### src/rtl/dmem_resp_pkg.sv
// Shared types and constants for the data-memory responder.
package dmem_resp_pkg;
  typedef enum logic [1:0] {
    IDLE = 2'd0,
    WAIT = 2'd1,
    RESP = 2'd2
  } state_t;

  // Wide enough for the full 0..15 wait-state range.
  localparam int LAT_W = 4;
endpackage

### src/rtl/wait_counter.sv
// Wait-state countdown: load a start value, decrement once per cycle, flag zero.
module wait_counter
  import dmem_resp_pkg::*;
(
  input  logic             clk,
  input  logic             reset,
  input  logic             load,
  input  logic [LAT_W-1:0] load_val,
  input  logic             dec,
  output logic             done
);
  logic [LAT_W-1:0] count;

  always_ff @(posedge clk or posedge reset) begin
    if (reset) begin
      count <= '0;
    end else if (load) begin
      count <= load_val;
    end else if (dec && (count != '0)) begin
      count <= count - 1'b1;
    end
  end

  assign done = (count == '0);
endmodule

### src/rtl/dmem_responder.sv
// Single-outstanding word memory responder with programmable wait states,
// per-byte stores and address range/alignment error reporting.
module dmem_responder
  import dmem_resp_pkg::*;
#(
  parameter int          DEPTH     = 64,
  parameter int          LATENCY   = 2,
  parameter logic [31:0] BASE_ADDR = 32'h0
) (
  input  logic        clk,
  input  logic        reset,
  input  logic        req_valid,
  output logic        req_ready,
  input  logic        req_we,
  input  logic [31:0] req_addr,
  input  logic [31:0] req_wdata,
  input  logic [3:0]  req_wstrb,
  output logic        rsp_valid,
  input  logic        rsp_ready,
  output logic [31:0] rsp_rdata,
  output logic        rsp_err
);
  localparam int               IDX_W    = (DEPTH > 1) ? $clog2(DEPTH) : 1;
  localparam logic [32:0]      SPAN     = 33'(DEPTH) << 2;
  localparam logic [LAT_W-1:0] LOAD_VAL = (LATENCY > 0) ? LAT_W'(LATENCY - 1) : '0;

  state_t state, state_next;
  logic   accept, commit, cnt_load, cnt_dec, cnt_done;

  logic        cap_we;
  logic [31:0] cap_addr, cap_wdata;
  logic [3:0]  cap_wstrb;

  logic        cur_we;
  logic [31:0] cur_addr, cur_wdata;
  logic [3:0]  cur_wstrb;
  logic [31:0] off;
  logic        addr_err;
  logic [IDX_W-1:0] idx;

  logic [31:0] mem [DEPTH];

  wait_counter u_wait_counter (
    .clk      (clk),
    .reset    (reset),
    .load     (cnt_load),
    .load_val (LOAD_VAL),
    .dec      (cnt_dec),
    .done     (cnt_done)
  );

  always_ff @(posedge clk or posedge reset) begin
    if (reset) begin
      state <= IDLE;
    end else begin
      state <= state_next;
    end
  end

  always_comb begin
    state_next = state;
    req_ready  = 1'b0;
    accept     = 1'b0;
    cnt_load   = 1'b0;
    cnt_dec    = 1'b0;
    commit     = 1'b0;
    case (state)
      IDLE: begin
        req_ready = 1'b1;
        if (req_valid) begin
          accept = 1'b1;
          if (LATENCY == 0) begin
            state_next = RESP;
            commit     = 1'b1;
          end else begin
            state_next = WAIT;
            cnt_load   = 1'b1;
          end
        end
      end
      WAIT: begin
        if (cnt_done) begin
          state_next = RESP;
          commit     = 1'b1;
        end else begin
          cnt_dec = 1'b1;
        end
      end
      RESP: begin
        if (rsp_ready) begin
          state_next = IDLE;
        end
      end
      default: state_next = IDLE;
    endcase
  end

  assign rsp_valid = (state == RESP);

  always_ff @(posedge clk) begin
    if (accept) begin
      cap_we    <= req_we;
      cap_addr  <= req_addr;
      cap_wdata <= req_wdata;
      cap_wstrb <= req_wstrb;
    end
  end

  // With zero wait states the commit happens on the accept edge itself,
  // so it must see the live request rather than the captured copy.
  always_comb begin
    if (state == IDLE) begin
      cur_we    = req_we;
      cur_addr  = req_addr;
      cur_wdata = req_wdata;
      cur_wstrb = req_wstrb;
    end else begin
      cur_we    = cap_we;
      cur_addr  = cap_addr;
      cur_wdata = cap_wdata;
      cur_wstrb = cap_wstrb;
    end
  end

  // Wrap-around below BASE_ADDR shows up as a huge offset and fails the span test too.
  assign off      = cur_addr - BASE_ADDR;
  assign addr_err = (cur_addr[1:0] != 2'b00) || (cur_addr < BASE_ADDR) ||
                    ({1'b0, off} >= SPAN);
  assign idx      = IDX_W'(off >> 2);

  always_ff @(posedge clk) begin
    if (commit && !reset && cur_we && !addr_err) begin
      for (int b = 0; b < 4; b++) begin
        if (cur_wstrb[b]) begin
          mem[idx][8*b +: 8] <= cur_wdata[8*b +: 8];
        end
      end
    end
  end

  always_ff @(posedge clk or posedge reset) begin
    if (reset) begin
      rsp_rdata <= '0;
      rsp_err   <= 1'b0;
    end else if (commit) begin
      rsp_err   <= addr_err;
      rsp_rdata <= (addr_err || cur_we) ? 32'h0 : mem[idx];
    end
  end
endmodule

### config.mk
export PLATFORM = sky130hd
export DESIGN_NAME = dmem_responder
export DESIGN_NICKNAME = d
export VERILOG_FILES = /design/src/rtl/dmem_resp_pkg.sv /design/src/rtl/wait_counter.sv /design/src/rtl/dmem_responder.sv
export SDC_FILE = /design/constraint.sdc
export NUM_CORES = 2
export LEC_CHECK = 0
export BUFFER_PORTS_ARGS = -buffer_cell sky130_fd_sc_hd__buf_2
export CORE_UTILIZATION = 33
export CTS_BUF_LIST = sky130_fd_sc_hd__clkbuf_8
export DETAILED_ROUTE_END_ITERATION = 7
export HOLD_SLACK_MARGIN = 0.12
export MAX_ROUTING_LAYER = met4
export PLACE_DENSITY = 0.52
export SLEW_MARGIN = 15
export SYNTH_ARGS = -nofsm -noshare
export SYNTH_HDL_FRONTEND = slang
export SYNTH_SLANG_ARGS = --single-unit
### constraint.sdc
create_clock -name clk -period 4.8 [get_ports clk]
set_clock_uncertainty 0.1 [all_clocks]
set_input_delay 0.72 -clock clk [delete_from_list [all_inputs] [get_ports clk]]
set_output_delay 0.72 -clock clk [all_outputs]
set_load 0.005 [all_outputs]
==> results.toml <==
[critical_path]
cp-start-kind = "register"
arrival_ns = 5.34
path_common_cell = "buf_4"
regToRegSetupSlack_ns = 0.32
crit_path_max_incr_delay_ns = 0.65
crit_chain = "o21a_1, buf_4, nand2_2, buf_4, a21oi_1, or4_1, o31ai_1, nand3b_1, o41ai_1"
worstPathRequired_ns = 5.67
cp_max_fo = 21
reg2reg_depth = 9
cp-end-kind = "register"
crit_type = "register to register"
cp_slowest_cell = "dfrtp_1"

[synthesis]
synthTopCellsByArea = "edfxtp_1 (78%), o22ai_1 (4.9%), nand2_1 (2.1%)"
synth_most_common_cell = "edfxtp_1"
synthArstFlopShare_pct = 1.81
yosys.area.top_type = "edfxtp_1"
syn_avg_cell_area_um2 = 15.3
synth-simple-area-share_pct = 8.17
yosysSeqAreaShare_pct = 78.9
synthMuxAreaShare_pct = 0.334
yosysTopAreaCellShare_pct = 77.7
synth_compound_area_share_pct = 10.4
synth_top_family_by_area = "compound AO/OA/AOI/OAI gates"
syn_inst = 5341
synth_fa_ha_area_share_pct = 0.0153
synth_xor_xnor_area_share_pct = 0.0321
synth_common_cells = "edfxtp_1 (2,117), o22ai_1 (635), nand2_1 (450)"
synth_nets = 5415
synth_area_um2 = 81800
synth.distinct_cells = 72
synth_flop_cell = "edfxtp_1"
yosys_warnings = 0
synth_edf_count = 2117
ys_ff_latch = 2156

[global_route]
antenna_found_initial = 17
grt_use_met1_pct = 32.3
met2_usage_pct = 36.5
grt_max_degree = 87
grt.busiest_layer = "met2"
grt_usage_pct = 24.1
grt_pass1_wl_mm = 416
grt_pass1_vias = 53233
grt-ovfl-total = 0
grt_util_met3_pct = 4.54

[floorplanning]
core_area_um2 = 246000
rows = 182
die-area_um2 = 250000
die_x_um = 500
start_util_pct = 33.2
die_y_um = 500
pin_count = 108

[detailed_routing]
drt_wl_total_mm = 298
detail-route-antenna-nets = 0
vias = 55130
drt_iter0_drc = 7290
vias_per_cell = 5.73
routedWlPerCell_um = 31.0
drc = 0
firstDrtPassIters = 6

[pwr]
irDropWorstVdd_uv = 427
total_leakage_power_nw = 32.3
power_density_nw_per_um2 = 567
total_power_mw = 54.9

[clock_tree]
clkTransAtPathRegs_ns = 0.06
cts_tree = "done"
clock_latency_ns = 1.09
clockBufferDepth = 4
root_buffer = "clkbuf_8"
cts_buffers = 366
postCtsSetupRepairBufs = 0
clock_sinks = 2156
htreeDepth = 5

[placed_design]
port_buffers = 107
gp_congestion = 0.890
dp_hpwl_mm = 183
placedCellCount = 8908

[final_layout]
drive_above_1_share_pct = 18.4
fill_cells = 22837
final_cells = 9619
nets = 6110
area_delta_synth_final_pct = 18.4

[timing]
setup_tns_ns = 0
finalCritPeriodShare_pct = 93.3
hold_viol_final = 0
min_period_ns = 4.48
slew_viol_final = 0
fmax_mhz = 223
slew-limit-headroom_pct = 15.4
tightestPinTransition_ns = 1.26
setup_viol = 0
grt_setup_unrepaired = "no"

[flow_run]
max_cap_violations = 0

[min_path]
hold_depth = 2
hp-class = "input pin to register"

[outcome]
status = "finished, final reports clean"
-- per-layer routing --
metal,routed length (um),vias to the layer above,part of all wire (%)
met5,0,-,0
met4,10500,0,3.5
met3,28600,558,9.6
met2,137000,3200,46
met1,122000,28571,41
li1,-,22801,-
-- registers in the layout, indices dropped and copies added, names as in the netlist --
register,cells
state,2
rsp_rdata,32
cap_wdata,32
mem,2048
u_wait_counter.count,4
cap_wstrb,4
rsp_err,1
cap_we,1
cap_addr,32
-- critical path, delay by kind of cell, from the launching register on --
family | cells | cell delay, ns
compound gates | 4 | 1.52
buf+inv | 2 | 0.74
flops | 1 | 0.65
simple gates | 3 | 1.37
-- cells by family after synthesis --
group	count (synthesis)
mux	27
simple gates	1444
buf+inv	395
fa+ha+maj	1
flops	2156
compound gates	1315
xor+xnor	3
-- placed cells by master (no fill, tap or decap), drive strengths merged, types with 14 or more instances in the layout --
cell type,synthesis,final
edfxtp,2117,2117
buf,220,643
o22ai,635,635
nand2,451,451
clkbuf,168,381
nor2,364,364
a21oi,334,334
nor3,266,266
inv,7,131
nor4,117,117
clkinv,0,117
dlygate4sd3,0,72
nand3,63,63
and3,63,63
a31oi,59,59
o41ai,52,52
dfrtp,39,39
a32o,33,33
or4,32,32
o221ai,28,28
or3,28,28
o31ai,25,25
mux2i,25,25
o21ai,24,24
o22a,16,16
a2111oi,14,14
-- worst paths after layout --
kind,endpoint,from
max in group asynchronous,rsp_rdata[7],reset
min,cap_addr[20],req_addr[20]
max reg2reg,rsp_rdata[16],state[0]
max,rsp_rdata[16],state[0]
min reg2reg,u_wait_counter.count[1],u_wait_counter.count[1]
min in group asynchronous,rsp_err,reset
-- stage by stage --
| stage | util (%) | worst slack, ns | hold slack, ns | cell area (um^2) |
|---|---|---|---|---|
| floorplan | - | 1.25 | 0.367 | 81800 |
| detailed placement | 36.5 | 0.322 | 0.427 | 89800 |
| finish | 39.3 | 0.321 | 0.253 | 96800 |
| global placement | 36.5 | 0.382 | 0.412 | 89800 |
| CTS | 39.3 | 0.487 | 0.166 | 96800 |
| global route | 39.3 | 0.317 | 0.222 | 96800 |
-- power breakdown --
group	switching, mW	total, mW	internal (mW)	leakage [nW]
combinational	12.0	15.6	3.59	9.07
clock	7.37	14.7	7.33	3.65
sequential	0.364	24.6	24.2	19.6
-- final cells by class --
class	count	area [um^2]	share of cell area (%)
antenna	12	30.0	0.0310
clock buffer	381	5240	5.42
clock inverter	246	1010	1.04
inverter	7	30.0	0.0310
multi-input combinational	2790	15800	16.3
sequential	2156	64500	66.7
tap	3312	4140	4.28
timing repair buffer	715	6010	6.20
-- what timing repair did --
action | in CTS | in global routing
endpoints found under the setup margin | 0 | 0
endpoints found under the hold margin | 107 | 0
gates resized for setup | 0 | 0
hold buffers | 72 | 0
Note: power is estimated with default switching activity, not from simulation.
